===== src/rtl/run_controller_if.sv =====
// Board-side bundle for run_controller: trigger/mode/halt inputs, PC/instruction taps and run status.
// BREAKPOINT_EN adds the bp_addr/bp_valid breakpoint inputs.
interface run_controller_if #(
  parameter int CNT_WIDTH = 32
) ();
  logic                 trigger;
  logic                 step_mode;
  logic                 halt_req;
  logic [31:0]          pc;
  logic [31:0]          instruction;
  logic                 pc_en;
  logic                 running;
  logic                 halted;
  logic [1:0]           state;
  logic [CNT_WIDTH-1:0] instr_count;
`ifdef BREAKPOINT_EN
  logic [31:0]          bp_addr;
  logic                 bp_valid;
`endif

  modport master (
`ifdef BREAKPOINT_EN
    output bp_addr,
    output bp_valid,
`endif
    output trigger,
    output step_mode,
    output halt_req,
    output pc,
    output instruction,
    input  pc_en,
    input  running,
    input  halted,
    input  state,
    input  instr_count
  );

  modport slave (
`ifdef BREAKPOINT_EN
    input  bp_addr,
    input  bp_valid,
`endif
    input  trigger,
    input  step_mode,
    input  halt_req,
    input  pc,
    input  instruction,
    output pc_en,
    output running,
    output halted,
    output state,
    output instr_count
  );
endinterface


===== src/rtl/run_controller.sv =====
// Run/pause/single-step/halt sequencer for the single-cycle RV32I core; pc_en gates all state updates.
// Optional feature macro: BREAKPOINT_EN (single address breakpoint in RUN).
module run_controller #(
  parameter logic [31:0] HALT_INSTR  = 32'h0000006F,
  parameter int          CNT_WIDTH   = 32,
  parameter int          SYNC_STAGES = 2
) (
  input  logic          clk,
  input  logic          rst,
  run_controller_if.slave bus
);

  typedef enum logic [1:0] {
    S_IDLE = 2'b00,
    S_RUN  = 2'b01,
    S_STEP = 2'b10,
    S_HALT = 2'b11
  } state_t;

  state_t                 r_state;
  logic                   r_running;
  logic                   r_halted;
  logic [SYNC_STAGES-1:0] r_sync;
  logic                   r_sync_d;
  logic                   r_trig_pulse;
  logic [CNT_WIDTH-1:0]   r_count;
  logic                   w_halt_cond;
  logic                   w_bp_hit;
  logic                   w_pc_en;

  function automatic logic [CNT_WIDTH-1:0] sat_inc(input logic [CNT_WIDTH-1:0] v);
    return (&v) ? v : v + {{(CNT_WIDTH-1){1'b0}}, 1'b1};
  endfunction

  // Trigger synchroniser, then a registered rising-edge pulse (state moves SYNC_STAGES+1 edges after sampling)
  always_ff @(posedge clk or posedge rst) begin
    if (rst) begin
      r_sync       <= '0;
      r_sync_d     <= 1'b0;
      r_trig_pulse <= 1'b0;
    end else begin
      r_sync       <= {r_sync[SYNC_STAGES-2:0], bus.trigger};
      r_sync_d     <= r_sync[SYNC_STAGES-1];
      r_trig_pulse <= r_sync[SYNC_STAGES-1] & ~r_sync_d;
    end
  end

  assign w_halt_cond = bus.halt_req | (bus.instruction == HALT_INSTR);

`ifdef BREAKPOINT_EN
  // bp_skip lets the first RUN cycle after a resume execute the instruction sitting on the breakpoint
  logic r_bp_skip;

  always_ff @(posedge clk or posedge rst) begin
    if (rst) r_bp_skip <= 1'b0;
    else     r_bp_skip <= (r_state == S_IDLE) & r_trig_pulse;
  end

  assign w_bp_hit = (r_state == S_RUN) & bus.bp_valid & (bus.pc == bus.bp_addr) & ~r_bp_skip;
`else
  logic w_unused_pc;
  assign w_unused_pc = ^bus.pc;
  assign w_bp_hit    = 1'b0;
`endif

  assign w_pc_en = ((r_state == S_RUN) | (r_state == S_STEP)) & ~w_halt_cond & ~w_bp_hit;

  // Sequencer; running/halted are registered together with the state they decode
  always_ff @(posedge clk or posedge rst) begin
    if (rst) begin
      r_state   <= S_IDLE;
      r_running <= 1'b0;
      r_halted  <= 1'b0;
    end else begin
      unique case (r_state)
        S_IDLE: begin
          if (r_trig_pulse && bus.step_mode) begin
            r_state   <= S_STEP;
            r_running <= 1'b0;
            r_halted  <= 1'b0;
          end else if (r_trig_pulse) begin
            r_state   <= S_RUN;
            r_running <= 1'b1;
            r_halted  <= 1'b0;
          end
        end
        S_RUN: begin
          if (w_halt_cond) begin
            r_state   <= S_HALT;
            r_running <= 1'b0;
            r_halted  <= 1'b1;
          end else if (w_bp_hit || r_trig_pulse) begin
            r_state   <= S_IDLE;
            r_running <= 1'b0;
            r_halted  <= 1'b0;
          end
        end
        S_STEP: begin
          if (w_halt_cond) begin
            r_state   <= S_HALT;
            r_running <= 1'b0;
            r_halted  <= 1'b1;
          end else begin
            r_state   <= S_IDLE;
            r_running <= 1'b0;
            r_halted  <= 1'b0;
          end
        end
        S_HALT: begin
          r_state   <= S_HALT;
          r_running <= 1'b0;
          r_halted  <= 1'b1;
        end
        default: begin
          r_state   <= S_IDLE;
          r_running <= 1'b0;
          r_halted  <= 1'b0;
        end
      endcase
    end
  end

  always_ff @(posedge clk or posedge rst) begin
    if (rst)          r_count <= '0;
    else if (w_pc_en) r_count <= sat_inc(r_count);
  end

  assign bus.pc_en       = w_pc_en;
  assign bus.running     = r_running;
  assign bus.halted      = r_halted;
  assign bus.state       = r_state;
  assign bus.instr_count = r_count;

endmodule


===== src/flat_wrapper.sv =====
// flat-port wrapper written by rule: the top's interface ports become plain ports
module run_controller_flat 
#(
  parameter logic [31:0] HALT_INSTR  = 32'h0000006F,
  parameter int          CNT_WIDTH   = 32,
  parameter int          SYNC_STAGES = 2
)
  (clk, rst, bus_trigger, bus_step_mode, bus_halt_req, bus_pc, bus_instruction, bus_pc_en, bus_running, bus_halted, bus_state, bus_instr_count);
  run_controller_if #(.CNT_WIDTH(CNT_WIDTH)) bus_i ();
  input  logic clk;
  input  logic rst;
  input wire logic [$bits(bus_i.trigger)-1:0] bus_trigger;
  input wire logic [$bits(bus_i.step_mode)-1:0] bus_step_mode;
  input wire logic [$bits(bus_i.halt_req)-1:0] bus_halt_req;
  input wire logic [$bits(bus_i.pc)-1:0] bus_pc;
  input wire logic [$bits(bus_i.instruction)-1:0] bus_instruction;
  output wire logic [$bits(bus_i.pc_en)-1:0] bus_pc_en;
  output wire logic [$bits(bus_i.running)-1:0] bus_running;
  output wire logic [$bits(bus_i.halted)-1:0] bus_halted;
  output wire logic [$bits(bus_i.state)-1:0] bus_state;
  output wire logic [$bits(bus_i.instr_count)-1:0] bus_instr_count;
  assign bus_i.trigger = bus_trigger;
  assign bus_i.step_mode = bus_step_mode;
  assign bus_i.halt_req = bus_halt_req;
  assign bus_i.pc = bus_pc;
  assign bus_i.instruction = bus_instruction;
  assign bus_pc_en = bus_i.pc_en;
  assign bus_running = bus_i.running;
  assign bus_halted = bus_i.halted;
  assign bus_state = bus_i.state;
  assign bus_instr_count = bus_i.instr_count;
  run_controller #(.HALT_INSTR(HALT_INSTR), .CNT_WIDTH(CNT_WIDTH), .SYNC_STAGES(SYNC_STAGES)) u_core (.clk(clk), .rst(rst), .bus(bus_i));
endmodule

===== config.mk =====
export PLATFORM = sky130hd
export DESIGN_NAME = run_controller_flat
export DESIGN_NICKNAME = d
export VERILOG_FILES = /design/src/rtl/run_controller_if.sv /design/src/rtl/run_controller.sv /design/src/flat_wrapper.sv
export SDC_FILE = /design/constraint.sdc
export NUM_CORES = 1
export LEC_CHECK = 0
export BUFFER_PORTS_ARGS = -buffer_cell sky130_fd_sc_hd__buf_2
export CAP_MARGIN = 10
export CORE_MARGIN = 8
export CORE_UTILIZATION = 48
export CTS_BUF_LIST = sky130_fd_sc_hd__clkbuf_16
export DETAILED_ROUTE_END_ITERATION = 10
export GPL_TIMING_DRIVEN = 0
export PLACE_DENSITY = 0.88
export SLEW_MARGIN = 20
export SYNTH_ARGS = -nofsm -noshare
export SYNTH_HDL_FRONTEND = slang
export SYNTH_SLANG_ARGS = --single-unit

===== constraint.sdc =====
create_clock -name clk -period 4.9 [get_ports clk]
set_input_delay 0 -clock clk [delete_from_list [all_inputs] [get_ports clk]]
set_output_delay 0 -clock clk [all_outputs]
set_load 0.1 [all_outputs]

==> impl_metrics.sql <==
INSERT INTO impl_metrics (metric_group, metric, value, unit) VALUES
('outcome', 'outcome', 'completed', ''),
('clocking', 'clock_latency', '280', 'ps'),
('grt', 'grt_pass1_wl', '8.02', 'mm'),
('timing', 'min_cycle_time_layout', '2200', 'ps'),
('yosys', 'synthesis.area_per_instance', '10.7', 'um2'),
('critical_path', 'timing.reg2reg.setup_slack', '2700', 'ps'),
('yosys', 'postSynth.topFlopCell', 'sky130_fd_sc_hd__dfrtp_1', ''),
('die', 'die_y', '80.8', 'um'),
('timing', 'clock-skew-final', '5.32', 'ps'),
('die', 'std_cell_rows', '23', ''),
('detailed_routing', 'drt.antenna.violating_nets', '0', ''),
('critical_path', 'crit_fanout', '10', ''),
('yosys', 'synth.ff_latch_count', '40', ''),
('die', 'initial_standard_cell_utilization_of_the_core', '50.0', '%'),
('place', 'dpl-instance-area', '2460', 'um2'),
('timing', 'fin_tns_setup', '0', 'ps'),
('detailed_routing', 'detail_route.wl_per_cell', '15.3', 'um'),
('critical_path', 'critical_path_arrival', '2360', 'ps'),
('clocking', 'cts.sinks', '40', ''),
('yosys', 'asyncSetResetFlopFracSynth', '100', '%'),
('final_layout', 'final_cell_area', '2640', 'um2'),
('pwr', 'irDropWorstVdd', '560', 'uV'),
('worst_hold_path', 'whs_endpoint', 'u_core.bus.running$_DFFE_PP0P_', ''),
('grt', 'grt_pass1_vias', '1762', ''),
('timing', 'worst_slew_pin_slew', '586', 'ps'),
('timing', 'final.period_utilization', '44.9', '%'),
('yosys', 'synth_compound_gate_area_share', '3.79', '%'),
('critical_path', 'worstSetupStartpointType', 'flop', ''),
('pwr', 'static-leakage-power', '1.33', 'nW'),
('yosys', 'synth.distinct_cells', '36', ''),
('critical_path', 'timing.rr.end', 'u_core.bus.instr_count[1]$_DFFE_PP0P_', ''),
('critical_path', 'timing.reg2reg.worst_path_depth', '7', ''),
('detailed_routing', 'route.detailed.vias_per_inst', '5.47', ''),
('yosys', 'synth_fp_nets', '264', ''),
('yosys', 'yosys.area_share.xor_xnor', '13.1', '%'),
('yosys', 'yosys-mux-area-fraction', '0.559', '%'),
('clocking', 'cts-buffers-inserted', '5', ''),
('detailed_routing', 'drt_first_pass_iters', '4', ''),
('yosys', 'synth_edf_count', '0', ''),
('critical_path', 'worst-setup-path-type', 'reg2reg', ''),
('clocking', 'cts-root-to-sink-buffers', '2', ''),
('final_layout', 'areaGrowthSynthToFinish', '31.3', '%'),
('place', 'globalplace.congestion', '0.778', ''),
('detailed_routing', 'via_count', '1767', ''),
('yosys', 'yosys.cell_count.top_type', 'sky130_fd_sc_hd__dfrtp_1', ''),
('critical_path', 'required', '5060', 'ps'),
('timing', 'final-hold-violation-count', '0', ''),
('timing', 'max_clock_freq', '0.455', 'GHz'),
('place', 'dp_hpwl', '3.79', 'mm'),
('worst_hold_path', 'min-delay-path-class', 'in2reg', ''),
('yosys', 'yosys_warnings', '0', ''),
('timing', 'grt_setup_unrepaired', 'false', ''),
('grt', 'grt_max_degree', '32', ''),
('yosys', 'synth.largest_area_cell', 'sky130_fd_sc_hd__dfrtp_1', ''),
('timing', 'setup_viol', '0', ''),
('worst_hold_path', 'holdCritStartpoint', 'bus_step_mode', ''),
('yosys', 'synth.cells.most_frequent', '40 x sky130_fd_sc_hd__dfrtp_1, 25 x sky130_fd_sc_hd__xnor2_1, 15 x sky130_fd_sc_hd__nand4_1', ''),
('clocking', 'cts.clk_slew.worst_paths', '60', 'ps'),
('final_layout', 'ratio_of_cells_with_drive_above_1_in_the_final_layout', '34.8', '%'),
('die', 'dieArea', '6520', 'um2'),
('clocking', 'cts_tree', 'built', ''),
('pwr', 'power_density', '516', 'nW/um2'),
('detailed_routing', 'totalWireLength', '4.94', 'mm'),
('worst_hold_path', 'min_path_cells', '4', ''),
('critical_path', 'rr_startpoint', 'u_core.bus.state[1]$_DFFE_PP0P_', ''),
('grt', 'grt.overflow.total', '0', ''),
('timing', 'slew_headroom', '60.5', '%'),
('yosys', 'area_of_the_mapped_netlist', '2010', 'um2'),
('detailed_routing', 'initialDrtViolationCount', '66', ''),
('yosys', 'synth_adder_area_share', '3.73', '%'),
('critical_path', 'critPathCaptureType', 'flop', '');
-- per-layer routing --
layer  up-vias  wire [um]  global-route usage [%]
li1        839          -                       -
met1       837       2000                    17.4
met2        82       2290                    26.3
met3         9        602                    5.41
met4         0         55                    4.64
met5         -          0                       0
-- worst max path at each step --
stage,start,endpoint,slack [ps],cells after the start
3_3_place_gp,u_core.bus.state[1]$_DFFE_PP0P_,u_core.bus.instr_count[1]$_DFFE_PP0P_,2800,7
6_report,u_core.bus.state[1]$_DFFE_PP0P_,u_core.bus.instr_count[1]$_DFFE_PP0P_,2700,7
4_1_cts,u_core.bus.state[1]$_DFFE_PP0P_,u_core.bus.instr_count[1]$_DFFE_PP0P_,2690,7
5_1_grt,u_core.bus.state[1]$_DFFE_PP0P_,u_core.bus.instr_count[1]$_DFFE_PP0P_,2570,7
2_1_floorplan,u_core.bus.state[0]$_DFFE_PP0P_,u_core.bus.instr_count[14]$_DFFE_PP0P_,2260,8
3_5_place_dp,u_core.bus.state[1]$_DFFE_PP0P_,u_core.bus.instr_count[1]$_DFFE_PP0P_,2710,7
-- sequential cells by signal, summed over array words and instances (netlist names) --
signal / flops
u_core.bus.instr_count: 32
u_core.bus.state: 2
u_core.r_sync: 2
u_core.bus.halted: 1
u_core.bus.running: 1
u_core.r_sync_d: 1
u_core.r_trig_pulse: 1
-- power breakdown --
part	switching, mW	internal [mW]
logic	0.464	0.124
clock network	0.120	0.236
registers	0.0472	0.374
total	0.631	0.734
-- cell usage in the layout, fill, tap and decap left out, types with 2 or more instances in the layout --
| cell type | netlist | routed |
|---|---|---|
| sky130_fd_sc_hd__nor4b_1 | 2 | 2 |
| sky130_fd_sc_hd__nor3_2 | 2 | 2 |
| sky130_fd_sc_hd__xor2_1 | 5 | 5 |
| sky130_fd_sc_hd__buf_2 | 2 | 75 |
| sky130_fd_sc_hd__nand4_1 | 15 | 15 |
| sky130_fd_sc_hd__nor3_1 | 3 | 3 |
| sky130_fd_sc_hd__nor2b_1 | 6 | 6 |
| sky130_fd_sc_hd__clkinv_1 | 0 | 2 |
| sky130_fd_sc_hd__nor4_1 | 6 | 6 |
| sky130_fd_sc_hd__xnor2_1 | 25 | 25 |
| sky130_fd_sc_hd__nand2_1 | 14 | 14 |
| sky130_fd_sc_hd__clkbuf_16 | 0 | 5 |
| sky130_fd_sc_hd__nor2_2 | 2 | 2 |
| sky130_fd_sc_hd__and2_1 | 2 | 2 |
| sky130_fd_sc_hd__o21ai_0 | 3 | 3 |
| sky130_fd_sc_hd__dfrtp_1 | 40 | 40 |
| sky130_fd_sc_hd__a21oi_1 | 4 | 4 |
| sky130_fd_sc_hd__buf_4 | 2 | 2 |
| sky130_fd_sc_hd__dlygate4sd3_1 | 0 | 2 |
| sky130_fd_sc_hd__clkbuf_1 | 3 | 3 |
| sky130_fd_sc_hd__nor2_1 | 5 | 5 |
| sky130_fd_sc_hd__and3_1 | 9 | 9 |
| sky130_fd_sc_hd__and4_1 | 5 | 5 |
| sky130_fd_sc_hd__nand3_1 | 9 | 9 |
| sky130_fd_sc_hd__inv_1 | 6 | 5 |
| sky130_fd_sc_hd__ha_1 | 6 | 6 |
-- kinds of logic (layout without fill, tap and decap cells) --
kind of cell,after synthesis,count (layout)
AND/OR/NAND/NOR,86,86
flip-flops,40,40
XOR/XNOR,30,30
buffers and inverters,14,98
AO/OA/AOI/OAI,12,12
adder cells (fa/ha/maj),6,6
multiplexers,1,1
-- worst max-delay path, stage by stage (launching register included) --
cell                      delay (ps)
sky130_fd_sc_hd__dfrtp_1         420
sky130_fd_sc_hd__inv_1           100
sky130_fd_sc_hd__ha_1            310
sky130_fd_sc_hd__nor2b_1         120
sky130_fd_sc_hd__o21ai_0         220
sky130_fd_sc_hd__a41oi_1         260
sky130_fd_sc_hd__buf_2           280
sky130_fd_sc_hd__mux2_2          360
-- repair_timing --
action                                 in CTS  in global routing
setup buffers                               0                  0
hold buffers                                2                  0
resized for setup                           0                  0
endpoints found under the hold margin      41                  0
-- final cells by class --
type,count,area (um2)
plain buffers,8,47.5
clock buffers,5,125
clock inverters,3,37.5
fillers,349,1390
inverters,6,22.5
multi-input cells,135,942
flip-flops and latches,40,1000
well taps,50,62.6
repair buffers,76,405
-- through the flow --
| stage | hold WS [ps] | instances | utilization [%] | total power, mW | setup WS [ps] |
|---|---|---|---|---|---|
| after floorplan | 31.4 | 189 | - | 0.893 | 2260 |
| after global placement | 110 | 312 | 60.6 | 0.997 | 2800 |
| after detailed placement | -65.1 | 313 | 61.1 | 1.02 | 2710 |
| after CTS | 1.48 | 323 | 65.6 | 1.37 | 2690 |
| after global routing | 26.7 | 323 | 65.6 | 1.42 | 2570 |
| final | 7.48 | 323 | 65.6 | 1.37 | 2700 |
(Power assumes the default switching activity.)
